==> src/rtl/pipe_pkg.sv <==
// Shared definitions for the elastic pipeline-register stages: control bundle
// layout, occupancy state encoding and operand packing helper.
package pipe_pkg;

    localparam int CTRL_W = 9;

    localparam int WB_LSB = 7;
    localparam int WB_W   = 2;
    localparam int M_LSB  = 4;
    localparam int M_W    = 3;
    localparam int EX_LSB = 0;
    localparam int EX_W   = 4;

    typedef enum logic [1:0] {
        EMPTY = 2'd0,
        FULL  = 2'd1,
        SKID  = 2'd2
    } pipe_state_t;

    // Bit offset of packed element k when each element is w bits wide.
    function automatic int op_lsb(input int k, input int w);
        return k * w;
    endfunction

endpackage

==> src/rtl/pipe_reg_skid_if.sv <==
// Valid/ready stage-boundary bundle: upstream beat, downstream beat, flush and
// the stall counter. master drives beats in and accepts them out; slave is the stage.
interface pipe_reg_skid_if #(
    parameter int DATA_W = 32,
    parameter int N_OPS  = 4,
    parameter int CTRL_W = pipe_pkg::CTRL_W,
    parameter int REG_W  = 5,
    parameter int N_REGS = 3,
    parameter int CNT_W  = 16
);
    logic                      in_valid;
    logic                      in_ready;
    logic [CTRL_W-1:0]         in_ctrl;
    logic [N_OPS*DATA_W-1:0]   in_ops;
    logic [N_REGS*REG_W-1:0]   in_regs;
    logic                      flush;
    logic                      out_valid;
    logic                      out_ready;
    logic [CTRL_W-1:0]         out_ctrl;
    logic [N_OPS*DATA_W-1:0]   out_ops;
    logic [N_REGS*REG_W-1:0]   out_regs;
    logic [CNT_W-1:0]          stall_cnt;

    modport master (
        output in_valid, in_ctrl, in_ops, in_regs, flush, out_ready,
        input  in_ready, out_valid, out_ctrl, out_ops, out_regs, stall_cnt
    );

    modport slave (
        input  in_valid, in_ctrl, in_ops, in_regs, flush, out_ready,
        output in_ready, out_valid, out_ctrl, out_ops, out_regs, stall_cnt
    );
endinterface

==> src/rtl/pipe_slot.sv <==
// One payload slot (ctrl, operands, register indices) with load enable;
// clears to zero on reset.
module pipe_slot #(
    parameter int CTRL_W = pipe_pkg::CTRL_W,
    parameter int OPS_W  = 128,
    parameter int REGS_W = 15
) (
    input  logic              clock,
    input  logic              reset,
    input  logic              load,
    input  logic [CTRL_W-1:0] d_ctrl,
    input  logic [OPS_W-1:0]  d_ops,
    input  logic [REGS_W-1:0] d_regs,
    output logic [CTRL_W-1:0] q_ctrl,
    output logic [OPS_W-1:0]  q_ops,
    output logic [REGS_W-1:0] q_regs
);
    always_ff @(posedge clock or posedge reset) begin
        if (reset) begin
            q_ctrl <= '0;
            q_ops  <= '0;
            q_regs <= '0;
        end else if (load) begin
            q_ctrl <= d_ctrl;
            q_ops  <= d_ops;
            q_regs <= d_regs;
        end
    end
endmodule

==> src/rtl/pipe_reg_skid.sv <==
// Elastic pipeline register with two-entry skid buffer, flush, bubble ctrl
// gating and a saturating stall counter.
//
//   state | meaning
//   EMPTY | no beat held, outputs invalid
//   FULL  | main slot holds the beat on the outputs
//   SKID  | main and skid slots both hold beats, upstream stalled
module pipe_reg_skid #(
    parameter int DATA_W = 32,
    parameter int N_OPS  = 4,
    parameter int CTRL_W = pipe_pkg::CTRL_W,
    parameter int REG_W  = 5,
    parameter int N_REGS = 3,
    parameter int CNT_W  = 16
) (
    input  logic           clock,
    input  logic           reset,
    pipe_reg_skid_if.slave bus
);
    import pipe_pkg::*;

    localparam int OPS_W  = N_OPS * DATA_W;
    localparam int REGS_W = N_REGS * REG_W;

    pipe_state_t state_q, state_d;

    logic in_ready_q;
    logic out_valid;
    logic acc, take;
    logic load_main, load_skid, main_from_skid;

    logic [CTRL_W-1:0] main_ctrl,   skid_ctrl,   main_ctrl_d;
    logic [OPS_W-1:0]  main_ops,    skid_ops,    main_ops_d;
    logic [REGS_W-1:0] main_regs,   skid_regs,   main_regs_d;
    logic [CNT_W-1:0]  stall_q;

    assign out_valid = (state_q != EMPTY);
    assign acc       = bus.in_valid & in_ready_q;
    assign take      = out_valid & bus.out_ready;

    always_comb begin
        state_d        = state_q;
        load_main      = 1'b0;
        load_skid      = 1'b0;
        main_from_skid = 1'b0;
        case (state_q)
            EMPTY: begin
                if (acc) begin
                    load_main = 1'b1;
                    state_d   = FULL;
                end
            end
            FULL: begin
                if (acc && take) begin
                    load_main = 1'b1;
                end else if (acc) begin
                    load_skid = 1'b1;
                    state_d   = SKID;
                end else if (take) begin
                    state_d   = EMPTY;
                end
            end
            SKID: begin
                if (take) begin
                    main_from_skid = 1'b1;
                    state_d        = FULL;
                end
            end
            default: state_d = EMPTY;
        endcase
        // A flushed beat is dropped outright; slots keep their old payload.
        if (bus.flush) begin
            state_d        = EMPTY;
            load_main      = 1'b0;
            load_skid      = 1'b0;
            main_from_skid = 1'b0;
        end
    end

    always_ff @(posedge clock or posedge reset) begin
        if (reset) begin
            state_q    <= EMPTY;
            in_ready_q <= 1'b1;
        end else begin
            state_q    <= state_d;
            in_ready_q <= (state_d != SKID);
        end
    end

    assign main_ctrl_d = main_from_skid ? skid_ctrl : bus.in_ctrl;
    assign main_regs_d = main_from_skid ? skid_regs : bus.in_regs;

    for (genvar k = 0; k < N_OPS; k++) begin : g_op_mux
        assign main_ops_d[op_lsb(k, DATA_W) +: DATA_W] = main_from_skid
            ? skid_ops[op_lsb(k, DATA_W) +: DATA_W]
            : bus.in_ops[op_lsb(k, DATA_W) +: DATA_W];
    end

    pipe_slot #(
        .CTRL_W (CTRL_W),
        .OPS_W  (OPS_W),
        .REGS_W (REGS_W)
    ) u_main (
        .clock  (clock),
        .reset  (reset),
        .load   (load_main | main_from_skid),
        .d_ctrl (main_ctrl_d),
        .d_ops  (main_ops_d),
        .d_regs (main_regs_d),
        .q_ctrl (main_ctrl),
        .q_ops  (main_ops),
        .q_regs (main_regs)
    );

    pipe_slot #(
        .CTRL_W (CTRL_W),
        .OPS_W  (OPS_W),
        .REGS_W (REGS_W)
    ) u_skid (
        .clock  (clock),
        .reset  (reset),
        .load   (load_skid),
        .d_ctrl (bus.in_ctrl),
        .d_ops  (bus.in_ops),
        .d_regs (bus.in_regs),
        .q_ctrl (skid_ctrl),
        .q_ops  (skid_ops),
        .q_regs (skid_regs)
    );

    always_ff @(posedge clock or posedge reset) begin
        if (reset) begin
            stall_q <= '0;
        end else if (out_valid && !bus.out_ready && (stall_q != {CNT_W{1'b1}})) begin
            stall_q <= stall_q + {{(CNT_W-1){1'b0}}, 1'b1};
        end
    end

    // Bubbles carry no control so no write/branch enable can leak downstream.
    assign bus.out_ctrl  = out_valid ? main_ctrl : '0;
    assign bus.out_ops   = main_ops;
    assign bus.out_regs  = main_regs;
    assign bus.out_valid = out_valid;
    assign bus.in_ready  = in_ready_q;
    assign bus.stall_cnt = stall_q;

endmodule

==> src/flat_wrapper.sv <==
// flat-port wrapper written by rule: the top's interface ports become plain ports
module pipe_reg_skid_flat import pipe_pkg::*;
#(
    parameter int DATA_W = 32,
    parameter int N_OPS  = 4,
    parameter int CTRL_W = pipe_pkg::CTRL_W,
    parameter int REG_W  = 5,
    parameter int N_REGS = 3,
    parameter int CNT_W  = 16
)
  (clock, reset, bus_in_valid, bus_in_ctrl, bus_in_ops, bus_in_regs, bus_flush, bus_out_ready, bus_in_ready, bus_out_valid, bus_out_ctrl, bus_out_ops, bus_out_regs, bus_stall_cnt);
  pipe_reg_skid_if #(.DATA_W(DATA_W), .N_OPS(N_OPS), .CTRL_W(CTRL_W), .REG_W(REG_W), .N_REGS(N_REGS), .CNT_W(CNT_W)) bus_i ();
  input  logic clock;
  input  logic reset;
  input wire logic [$bits(bus_i.in_valid)-1:0] bus_in_valid;
  input wire logic [$bits(bus_i.in_ctrl)-1:0] bus_in_ctrl;
  input wire logic [$bits(bus_i.in_ops)-1:0] bus_in_ops;
  input wire logic [$bits(bus_i.in_regs)-1:0] bus_in_regs;
  input wire logic [$bits(bus_i.flush)-1:0] bus_flush;
  input wire logic [$bits(bus_i.out_ready)-1:0] bus_out_ready;
  output wire logic [$bits(bus_i.in_ready)-1:0] bus_in_ready;
  output wire logic [$bits(bus_i.out_valid)-1:0] bus_out_valid;
  output wire logic [$bits(bus_i.out_ctrl)-1:0] bus_out_ctrl;
  output wire logic [$bits(bus_i.out_ops)-1:0] bus_out_ops;
  output wire logic [$bits(bus_i.out_regs)-1:0] bus_out_regs;
  output wire logic [$bits(bus_i.stall_cnt)-1:0] bus_stall_cnt;
  assign bus_i.in_valid = bus_in_valid;
  assign bus_i.in_ctrl = bus_in_ctrl;
  assign bus_i.in_ops = bus_in_ops;
  assign bus_i.in_regs = bus_in_regs;
  assign bus_i.flush = bus_flush;
  assign bus_i.out_ready = bus_out_ready;
  assign bus_in_ready = bus_i.in_ready;
  assign bus_out_valid = bus_i.out_valid;
  assign bus_out_ctrl = bus_i.out_ctrl;
  assign bus_out_ops = bus_i.out_ops;
  assign bus_out_regs = bus_i.out_regs;
  assign bus_stall_cnt = bus_i.stall_cnt;
  pipe_reg_skid #(.DATA_W(DATA_W), .N_OPS(N_OPS), .CTRL_W(CTRL_W), .REG_W(REG_W), .N_REGS(N_REGS), .CNT_W(CNT_W)) u_core (.clock(clock), .reset(reset), .bus(bus_i));
endmodule
==> config.mk <==
export PLATFORM = sky130hd
export DESIGN_NAME = pipe_reg_skid_flat
export DESIGN_NICKNAME = d
export VERILOG_FILES = /design/src/rtl/pipe_pkg.sv /design/src/rtl/pipe_reg_skid_if.sv /design/src/rtl/pipe_slot.sv /design/src/rtl/pipe_reg_skid.sv /design/src/flat_wrapper.sv
export SDC_FILE = /design/constraint.sdc
export NUM_CORES = 1
export LEC_CHECK = 0
export ABC_AREA = 0
export BUFFER_PORTS_ARGS = -buffer_cell sky130_fd_sc_hd__buf_2
export CORE_ASPECT_RATIO = 1.2
export CORE_MARGIN = 2
export CORE_UTILIZATION = 40
export CTS_BUF_LIST = sky130_fd_sc_hd__clkbuf_8
export CTS_CLUSTER_DIAMETER = 100
export DETAILED_ROUTE_END_ITERATION = 10
export GPL_TIMING_DRIVEN = 0
export MAX_ROUTING_LAYER = met4
export PLACE_DENSITY_LB_ADDON = 0.25
export SKIP_CTS_REPAIR_TIMING = 1
export SYNTH_ARGS = -nofsm -noshare
export SYNTH_HDL_FRONTEND = slang
export SYNTH_HIERARCHICAL = 1
export SYNTH_SLANG_ARGS = --single-unit
==> constraint.sdc <==
create_clock -name clock -period 4.2 [get_ports clock]
set_input_delay 0.42 -clock clock [delete_from_list [all_inputs] [get_ports clock]]
set_output_delay 0.42 -clock clock [all_outputs]
set_load 0.005 [all_outputs]
==> results of run 1 <==
## power by group through the flow
stage / Clock (mW) / Combinational (mW) / Sequential, mW
global placement: 0 / 1.89 / 4.34
floorplan: 0 / 1.23 / 4.32
CTS: 2.90 / 1.96 / 4.33
global route: 3.05 / 2.08 / 4.43
detailed placement: 0 / 1.95 / 4.37
finish: 2.79 / 1.92 / 4.33
## cell usage after synthesis, types with 2 or more instances
library cell / count / area share
inv_1: 7 / 0.0018
and3_1: 2 / 0.00085
mux2_2: 296 / 0.23
nand3_1: 4 / 0.0014
nand2_1: 7 / 0.0018
mux2i_1: 2 / 0.0014
dfrtp_1: 322 / 0.55
a2bb2oi_1: 2 / 0.0012
buf_6: 20 / 0.015
buf_2: 31 / 0.011
mux2_4: 161 / 0.16
xor2_1: 12 / 0.0071
nor2_1: 11 / 0.0028
nor3_1: 8 / 0.0027
nor2b_1: 10 / 0.0042
nand4_1: 5 / 0.0021
## registers in the layout, indices dropped and copies added, names as in the netlist
name	count
u_core/u_skid/q_regs	15
u_core/u_main/q_regs	15
u_core/u_main/q_ctrl	9
u_core/bus.stall_cnt	16
u_core/bus.in_ready	1
u_core/state_q	2
u_core/u_main/q_ops	128
u_core/u_skid/q_ctrl	9
u_core/u_skid/q_ops	128
## path summary, 6_finish.rpt
check / from / endpoint / slack [ps] / cells past startpoint
hold reg to reg: u_core/u_main/q_ops[28]$_DFFE_PP0P_ / u_core/u_main/q_ops[28]$_DFFE_PP0P_ / 500 / 1
min in group asynchronous: reset / u_core/u_skid/q_ops[9]$_DFFE_PP0P_ / 400 / 3
max in group asynchronous: reset / u_core/u_main/q_ops[87]$_DFFE_PP0P_ / 2770 / 5
setup / recovery: u_core/state_q[0]$_DFF_PP0_ / bus_out_ctrl[2] / 1570 / 3
setup reg to reg: u_core/state_q[0]$_DFF_PP0_ / u_core/u_main/q_ops[113]$_DFFE_PP0P_ / 1750 / 6
hold / removal: bus_flush / u_core/state_q[0]$_DFF_PP0_ / 40 / 2
## kinds of logic after synthesis
group           count (synthesis)
compound gates                  8
xor+xnor                       13
mux                           459
simple gates                   53
buf+inv                        58
flops                         323
fa+ha+maj                       1
## per-layer routing
layer	vias to the layer above	global-route usage	wire length, um
li1	4097	-	-
met5	-	-	0
met2	238	0.300	17100
met4	0	0.0642	842
met3	60	0.0526	2220
met1	4511	0.226	14900
## worst reg2reg max path: stages (launching register included)
cell and delay (ps):
dfrtp_1 440, and4bb_2 300, buf_2 230, buf_2 360, buf_2 350, mux2_2 390
mux2_4 260
## metrics by stage
step                cell area [um2]  cells  setup slack, ps  hold WS, ps
global route                  18300   1831             1440         10.6
floorplan                     14800    915             1860          370
finish                        18300   1831             1570         36.1
detailed placement            17200   1723             1620          479
CTS                           18200   1820             1500         -190
global placement              17000   1715              338          483
## layout make-up
| type | count | area share |
|---|---|---|
| Multi-Input combinational cell | 534 | 0.343 |
| Sequential cell | 323 | 0.442 |
| Timing Repair Buffer | 335 | 0.0985 |
| Clock inverter | 29 | 0.00821 |
| Buffer | 51 | 0.0208 |
| Clock buffer | 68 | 0.0512 |
| Tap cell | 474 | 0.0324 |
| Inverter | 7 | 0.00185 |
| Antenna cell | 10 | 0.00137 |
==> results by group, run 1 <==
Power and ir drop
  • Switching Fraction: 0.262
  • Sequential share of power: 0.479
  • VDD IR-drop max: 0.272 mV
  • Pleak: 8.73 nW
  • Combinational share of power: 0.213
  • PwrDens: 494 nW/um2
  • Clock network power share: 0.308
  • Sw power: 2.37 mW
  • Pwr Total: 9.04 mW
  • Cell-internal power: 6.67 mW

Synth
  • Sequential share of the synthesized area: 0.547
  • Mux contribution to synthesized area: 0.391
  • Compound-cell area share of the yosys netlist: 0.00568
  • Syn_nets: 1073
  • Primary FF master, synth: dfrtp_1
  • Synth Area per Inst: 16.1 um2
  • Mapped Area: 14800 um2
  • Register bit total from synthesis: 323
  • Post-synthesis adder-cell area fraction: 0.000847
  • Xor-xnor portion of the synthesized cell area: 0.00771
  • Count of flip-flops with a built-in enable after synthesis: 0
  • Async S/R FF share, synth: 1.00
  • Largest family of logic cells by synthesized area: multiplexers
  • Synth cell types: 31
  • Ys Warns: 6
  • Simple-gate share of the synthesized area: 0.0202
  • Mapped Cells: 915

Final layout
  • Finished Core Util: 0.499
  • # fillers: 3267
  • # nets final: 1466
  • Area of the multi-input gates: 6280 um2
  • Register area: 8080 um2
  • Commonest non-fill, non-tap cells in the layout: 357 x buf_2, 322 x dfrtp_1, 296 x mux2_2
  • Layout cell share with drive strength beyond 1: 0.687
  • Area growth from synthesis to layout: 23.8%
  • Commonest non-fill, non-tap cell in the layout: buf_2

Critical path
  • Max Fanout on Critical Path: 10
  • CP startpoint kind: flip-flop
  • CP arrival: 2210 ps
  • Critical path class: reg -> out
  • Crit path buf inv count: 1
  • Crit path max-delay family: simple AND/OR/NAND/NOR gates
  • CP Capture Type: output port
  • Max incr delay on CP: 820 ps
  • Critical path, cell by cell: nor2_1, nor2b_1, buf_2
  • Slowest cell on the critical path: nor2_1
  • Critical Path RT: 3780 ps

STA
  • Fin Setup TNS: 0 ps
  • Minimum clock period: 2630 ps
  • # setup viols final: 0
  • Max-slew violation count: 0
  • Fmax achieved: 381 MHz
  • Worst-Margin Slew: 1050 ps
  • Setup skew after layout: 16.6 ps
  • Final hold violations: 0
  • Tcrit/Tclk final: 0.625
  • Slew HR: 0.301
  • RSZ-0062 raised after global routing: false

Die
  • Core area: 36600 um2
  • Die Y: 214 um
  • IO Pins: 327
  • Die ar.: 38500 um2
  • Initial core utilization: 0.403
  • DIE WIDTH: 179 um
  • Rows: 77

Clock network
  • H-tree depth: 2
  • CTS tree: done
  • Clock Pin Slew Worst Setup and Hold Paths: 60 ps
  • Clk_lat worst skew: 590 ps
  • Num CTS Buffers: 56
  • Clk sinks: 323
  • Deepest clock path buffer count: 3
  • CTS Root Cell: clkbuf_8

Min path
  • Worst hold path type: in -> reg

Drt
  • 1st-iter DRT viols: 268
  • Pre-antenna DRT Iters: 4
  • Antenna Nets Post-Route: 0
  • WL final: 35000 um
  • Vias: 8906
  • Vias per cell: 4.86
  • DR WL/cell: 19.1 um
  • Remaining DRCs: 0

Status
  • Status: finished, final reports clean

Global routing
  • Largest net degree at the start of global routing: 37
  • Gr usage total: 0.187
  • Global route total overflow: 0
  • Antenna violations before repair: 10
  • First-pass GRT wire length: 55600 um
  • Vias in the first global route: 9663

Placed design
  • Gpl congestion: 0.756
  • DP Wirelength: 24400 um
  • Buffers on Ports: 326

Job
  • Total of max-cap violations: 0
No activity file was read; power rests on OpenSTA's default activity.
==> run 2: changes to the inputs <==
==> constraint.sdc (replaced) <==
create_clock -name clock -period 2.7 [get_ports clock]
set_input_delay 0.27 -clock clock [delete_from_list [all_inputs] [get_ports clock]]
set_output_delay 0.27 -clock clock [all_outputs]
set_load 0.005 [all_outputs]
==> run 2 against run 1 <==
  * Clock-buffer cell count is the same
  * Clock power up 56%
  * Critical path depth grew 3
  * Critical endpoint is now u_core/u_main/q_ops[113]$_DFFE_PP0P_
  * First-iteration DRC count grew 14%
  * Non-clock buffer count is 153 higher
==> results by group, run 2 (synthesized netlist as in run 1, its figures left out) <==
Clock network
  • Clk sinks: 323 (unchanged)
  • H-tree depth: 2 (unchanged)
  • Clk_lat worst skew: 600 ps (about the same)
  • Clock Pin Slew Worst Setup and Hold Paths: 60 ps (about the same)
  • CTS tree: done
  • Deepest clock path buffer count: 3 (unchanged)
  • Num CTS Buffers: 56 (unchanged)
  • CTS Root Cell: clkbuf_8

Min path
  • Hold Path Depth: 3 (+1)
  • Worst hold path type: in -> reg

Drt
  • Vias per cell: 4.79 (-1.5%)
  • WL final: 36000 um (+2.9%)
  • DR WL/cell: 18.2 um (-4.7%)
  • 1st-iter DRT viols: 305 (+14%)
  • Remaining DRCs: 0 (unchanged)
  • Pre-antenna DRT Iters: 4 (unchanged)
  • Vias: 9467 (+6.3%)
  • Antenna Nets Post-Route: 0 (unchanged)

STA
  • Tcrit/Tclk final: 0.904
  • Slew HR: 0.317 (+0.0160)
  • Setup skew after layout: 16.1 ps (-0.459 ps)
  • # setup viols final: 0 (unchanged)
  • Max-slew violation count: 0 (unchanged)
  • Minimum clock period: 2440 ps
  • RSZ-0062 raised after global routing: false
  • Worst-Margin Slew: 1020 ps (-23.9 ps)
  • Setup ws final: 259 ps (-1320 ps)
  • Final hold violations: 0 (unchanged)
  • Fmax achieved: 410 MHz

Critical path
  • CP arrival: 2910 ps (+700 ps)
  • Max incr delay on CP: 440 ps (-380 ps)
  • Critical path class: reg -> reg
  • Max Fanout on Critical Path: 10 (unchanged)
  • Critical path, cell by cell: and4bb_2, buf_2, buf_2, buf_2, mux2_2, mux2_4
  • Worst R2R End: u_core/u_main/q_ops[113]$_DFFE_PP0P_
  • CP Capture Type: flip-flop
  • Top cell by count, worst path: buf_2
  • FF-to-FF setup slack: 260 ps (-1490 ps)
  • CP Capture Point: u_core/u_main/q_ops[113]$_DFFE_PP0P_
  • R2r startpoint: u_core/state_q[0]$_DFF_PP0_
  • Worst reg2reg path depth: 6 (unchanged)
  • Slowest cell on the critical path: dfrtp_1
  • CP startpoint: u_core/state_q[0]$_DFF_PP0_
  • Critical Path RT: 3170 ps (-610 ps)
  • CP startpoint kind: flip-flop

Global routing
  • Vias in the first global route: 9663 (unchanged)
  • Antenna violations before repair: 1 (-9)
  • Global route total overflow: 0 (unchanged)
  • First-pass GRT wire length: 55600 um (unchanged)
  • Gr usage total: 0.187 (unchanged)
  • Largest net degree at the start of global routing: 37 (unchanged)

Placed design
  • Gpl congestion: 0.756 (unchanged)
  • Buffers on Ports: 326 (unchanged)
  • DP Wirelength: 24400 um (unchanged)
  • Pre-CTS WS: 221 ps (-1400 ps)

Die
  • Core area: 36600 um2 (unchanged)
  • Initial core utilization: 0.403 (unchanged)
  • Rows: 77 (unchanged)
  • Die Y: 214 um (unchanged)
  • IO Pins: 327 (unchanged)
  • DIE WIDTH: 179 um (unchanged)
  • Die ar.: 38500 um2 (unchanged)

Final layout
  • # nets final: 1619 (+10%)
  • Layout cell share with drive strength beyond 1: 0.617 (-0.0700)
  • Commonest non-fill, non-tap cells in the layout: 357 x buf_2, 322 x dfrtp_1, 296 x mux2_2
  • Commonest non-fill, non-tap cell in the layout: buf_2
  • Area growth from synthesis to layout: 34.0%
  • Finished Core Util: 0.541 (+0.0413)

Power and ir drop
  • Pwr Total: 14.3 mW (+58%)
  • VDD IR-drop max: 0.444 mV (+63%)
  • Pleak: 9.37 nW (+7.3%)
  • PwrDens: 720 nW/um2 (+46%)

Status
  • Status: finished, final reports clean

Job
  • Total of max-cap violations: 0 (unchanged)
run 2: changes by cell type in the layout (fill, tap and decap cells not counted), sizes merged:
cell,previous run,this run
dlygate4sd3,1,154
diode,10,2
run 2: how the worst min path moves through the flow:
stage	start	slack, ps	end
after global placement	reset	470	u_core/bus.stall_cnt[13]$_DFFE_PP0P_
after floorplan	reset	220	u_core/bus.stall_cnt[0]$_DFFE_PP0P_
after CTS	reset	-340	u_core/u_skid/q_ops[9]$_DFFE_PP0P_
final	bus_out_ready	70	u_core/bus.in_ready$_DFF_PP1_
after global routing	bus_out_ready	80	u_core/bus.in_ready$_DFF_PP1_
after detailed placement	reset	330	u_core/u_skid/q_ops[11]$_DFFE_PP0P_
run 2: cell type report:
class | count | area [um2]
flip-flops and latches | 323 | 8080
repair buffers | 488 | 3330
inverters | 7 | 33.8
clock buffers | 68 | 936
well taps | 474 | 593
multi-input cells | 534 | 6280
fillers | 3114 | 16800
plain buffers | 51 | 380
clock inverters | 29 | 150
diodes | 2 | 5.00
run 2: power by group:
group / internal (mW) / switching, mW
combinational: 2.08 / 1.10
sequential: 6.09 / 0.649
clock: 2.35 / 1.99
total: 10.5 / 3.74
run 2: per-stage QoR:
stage	setup TNS (ps)	instance area [um2]	cells	hold slack, ps
3_5_place_dp	0	17200	1723	329
2_1_floorplan	0	14800	915	220
4_1_cts	0	18200	1820	-340
5_1_grt	0	19800	1975	80.2
6_report	0	19800	1976	71.0
3_3_place_gp	-297430	17000	1715	471
run 2: routing by layer:
metal | part of all wire | global-route usage | routed length, um | vias to the layer above
met5 | 0 | - | 0 | -
met4 | 0.024 | 0.0642 | 863 | 0
met3 | 0.051 | 0.0526 | 1830 | 62
met2 | 0.49 | 0.300 | 17700 | 246
met1 | 0.44 | 0.226 | 15700 | 4774
li1 | - | - | - | 4385
run 2: critical path: cells and delay by family, from the launching register on:
kind | cells | cell delay (ps)
buffers and inverters | 3 | 930
DFF | 1 | 440
muxes | 2 | 640
and+or+nand+nor | 1 | 300
==> run 3: changes to the inputs <==
--- a/config.mk
+++ b/config.mk
@@ -5,7 +5,7 @@
 export SDC_FILE = /design/constraint.sdc
 export NUM_CORES = 1
 export LEC_CHECK = 0
-export ABC_AREA = 0
+export ABC_AREA = 1
 export BUFFER_PORTS_ARGS = -buffer_cell sky130_fd_sc_hd__buf_2
 export CORE_ASPECT_RATIO = 1.2
 export CORE_MARGIN = 2
==> run 3 against run 2 <==
  * Clock-buffer cell count up 6
  * First-iteration DRC count is 100% higher
  * Via count up 33%
  * Largest power group unchanged
  * Sequential share of layout area rose by 0.30 points
  * Global-route usage up 3.1 points
  * Sequential power down 4.3%
  * Utilization increased by 0.59 points
  * Clock skew grew 5.4 ps
  * Flip-flop and latch count unchanged
  * Synthesized area down 1.3%
  * Worst hold slack lost 32 ps
==> results by group, run 3 <==
Drt
  • Vias: 12.6k (+33%)
  • DR WL/cell: 15.5 um (-15%)
  • Vias per cell: 4.68 (-2.4%)
  • Antenna Nets Post-Route: 0 (unchanged)
  • Remaining DRCs: 0 (unchanged)
  • 1st-iter DRT viols: 611 (+100%)
  • Pre-antenna DRT Iters: 5 (+1)
  • WL final: 41900 um (+16%)

Global routing
  • Gr usage total: 0.217 (+0.0306)
  • Vias in the first global route: 12.3k (+27%)
  • Global route total overflow: 0 (unchanged)
  • Antenna violations before repair: 2 (+1)
  • Largest net degree at the start of global routing: 41 (+11%)
  • First-pass GRT wire length: 63500 um (+14%)

Power and ir drop
  • Combinational share of power: 0.179 (-0.044)
  • PwrDens: 679 nW/um2 (-5.8%)
  • Sw power: 3.81 mW (+2.0%)
  • Pleak: 10.8 nW (+15%)
  • Sequential share of power: 0.484 (+0.012)
  • VDD IR-drop max: 0.390 mV (-12%)
  • Switching Fraction: 0.286 (+0.0236)
  • Clock network power share: 0.338 (+0.033)
  • Cell-internal power: 9.53 mW (-9.5%)

Clock network
  • H-tree depth: 2 (unchanged)
  • CTS Root Cell: clkbuf_8
  • Clock Pin Slew Worst Setup and Hold Paths: 60 ps (about the same)
  • Clk sinks: 323 (unchanged)
  • Clk_lat worst skew: 610 ps (about the same)
  • Deepest clock path buffer count: 3 (unchanged)
  • Num CTS Buffers: 55 (-1.8%)
  • CTS tree: done

Placed design
  • Pre-CTS WS: 118 ps (-103 ps)
  • DP Wirelength: 28800 um (+18%)
  • Gpl congestion: 0.884 (+17%)
  • Buffers on Ports: 326 (unchanged)
  • Area after DPL: 17000 um2 (-1.2%)
  • Inst Count DP: 2449 (+42%)

Die
  • Core area: 35900 um2 (-1.8%)
  • Die Y: 213 um (-0.66%)
  • DIE WIDTH: 178 um (-0.65%)
  • Rows: 76 (-1.3%)
  • IO Pins: 327 (unchanged)
  • Die ar.: 38000 um2 (-1.3%)
  • Initial core utilization: 0.405 (+0.00201)

STA
  • Setup ws final: 328 ps (+68.8 ps)
  • Slew HR: 0.483 (+0.167)
  • Fmax achieved: 422 MHz (+2.9%)
  • Minimum clock period: 2370 ps (-68.8 ps)
  • Min Hold Slack: 39.1 ps (-31.9 ps)
  • Worst-Margin Slew: 774 ps (-247 ps)
  • Max-slew violation count: 0 (unchanged)
  • Tcrit/Tclk final: 0.879 (-0.0255)
  • Final hold violations: 0 (unchanged)
  • RSZ-0062 raised after global routing: false
  • Setup skew after layout: 21.5 ps (+5.35 ps)
  • # setup viols final: 0 (unchanged)

Synth
  • Synth Area per Inst: 8.85 um2 (-45%)
  • Async S/R FF share, synth: 1.00 (unchanged)
  • Mapped Area: 14600 um2 (-1.3%)
  • Count of flip-flops with a built-in enable after synthesis: 0 (unchanged)
  • Post-synth top area cell: dfrtp_1
  • Count leader, synth: nand2_1
  • Area share of the largest cell type after synthesis: 0.553 (+0.00735)
  • Synth cell types: 27 (-13%)
  • Register bit total from synthesis: 323 (unchanged)
  • Ys Warns: 6 (unchanged)
  • Mapped Cells: 1647 (+80%)
  • Sequential share of the synthesized area: 0.555 (+0.00738)
  • Top cells by count, synth: 987 x nand2_1, 322 x dfrtp_1, 146 x mux2_2
  • Synth top area cells: dfrtp_1 55%, nand2_1 25%, mux2_2 11%
  • Primary FF master, synth: dfrtp_1
  • Syn_nets: 1805 (+68%)

Critical path
  • Max incr delay on CP: 560 ps (+120 ps)
  • Critical path class: reg -> out
  • CP Capture Type: output port
  • Max Fanout on Critical Path: 10 (unchanged)
  • Slowest cell on the critical path: clkbuf_1
  • CP arrival: 2100 ps (-810 ps)
  • FF-to-FF setup slack: 330 ps (+70 ps)
  • CP startpoint kind: flip-flop
  • Top cell by count, worst path: nor2_1
  • Critical Path RT: 2430 ps (-740 ps)
  • Critical path, cell by cell: nor2_1, clkbuf_1, nor2_1, buf_2

Job
  • Total of max-cap violations: 0 (unchanged)

Status
  • Status: finished, final reports clean

Final layout
  • # fillers: 3246 (+4.2%)
  • Commonest non-fill, non-tap cell in the layout: nand2_1
  • # nets final: 2350 (+45%)
  • Commonest non-fill, non-tap cells in the layout: 987 x nand2_1, 379 x buf_2, 322 x dfrtp_1
  • Layout cell share with drive strength beyond 1: 0.294 (-0.323)
  • Non-filler cells, final: 2700 (+37%)
  • Finished Cell Area: 19600 um2 (-0.74%)
  • Area growth from synthesis to layout: 34.8%

Min path
  • Worst hold path type: in -> reg
-- run 3: cell types whose count changed in the layout (fill, tap and decap cells not counted), moves of 6 or more --
cell,before,now
mux2_4,161,0
nor2b_1,10,0
mux2_1,0,6
clkbuf_8,68,74
xor2_1,12,1
buf_4,0,12
mux2_2,296,146
buf_2,357,379
o21ai_0,0,6
nor2_1,11,30
inv_1,26,43
nand2_1,7,987
nor3_1,8,1
-- run 3: worst max-delay path: cells and delay by family, from the launching register on --
| kind | cells | cell delay, ps |
|---|---|---|
| flops | 1 | 410 |
| simple gates | 2 | 350 |
| buf+inv | 2 | 740 |
-- run 3: layout make-up --
class | instances | area, um2 | share of cell area
repair buffers | 488 | 3330 | 0.170
diodes | 2 | 5.00 | 0.000255
multi-input cells | 1206 | 5790 | 0.295
clock buffers | 74 | 1020 | 0.0518
flip-flops and latches | 323 | 8080 | 0.411
clock inverters | 21 | 118 | 0.00599
well taps | 468 | 586 | 0.0298
plain buffers | 85 | 573 | 0.0292
inverters | 33 | 136 | 0.00694
-- run 3: metrics by stage --
stage | util | power, mW | TNS, ps
3_3_place_gp | 0.467 | 8.59 | -244710
4_1_cts | 0.503 | 13.3 | 0
6_report | 0.547 | 13.3 | 0
3_5_place_dp | 0.472 | 8.74 | 0
5_1_grt | 0.547 | 14.2 | 0
2_1_floorplan | - | 7.65 | 0
-- run 3: logic make-up after synthesis --
family,after synthesis,synth area share
XOR/XNOR,6,0.00361
adder cells (fa/ha/maj),1,0.000858
AND/OR/NAND/NOR,1038,0.271
buffers and inverters,118,0.0482
multiplexers,152,0.117
flip-flops,323,0.555
AO/OA/AOI/OAI,9,0.00412
-- run 3: layer usage --
layer	global-route usage	part of all wire
met1	0.255	0.42
met2	0.356	0.49
met3	0.0629	0.066
met4	0.0785	0.027
met5	-	0
-- run 3: final timing paths --
path,start,to,cells past startpoint
setup / recovery,u_core/state_q[0]$_DFF_PP0_,bus_out_ctrl[3],4
hold / removal,bus_flush,u_core/state_q[0]$_DFF_PP0_,4
max in group asynchronous,reset,u_core/u_main/q_ops[88]$_DFFE_PP0P_,6
min in group asynchronous,reset,u_core/u_main/q_ops[124]$_DFFE_PP0P_,3
hold reg to reg,u_core/u_main/q_ops[75]$_DFFE_PP0P_,u_core/u_main/q_ops[75]$_DFFE_PP0P_,2
setup reg to reg,u_core/state_q[0]$_DFF_PP0_,u_core/u_main/q_ops[97]$_DFFE_PP0P_,10
-- run 3: power groups by stage --
stage / Combinational [mW] / Sequential [mW] / Clock [mW]
2_1_floorplan: 1.20 / 6.45 / 0
3_3_place_gp: 2.11 / 6.47 / 0
3_5_place_dp: 2.22 / 6.52 / 0
4_1_cts: 2.22 / 6.45 / 4.65
5_1_grt: 2.74 / 6.58 / 4.85
6_report: 2.38 / 6.45 / 4.50
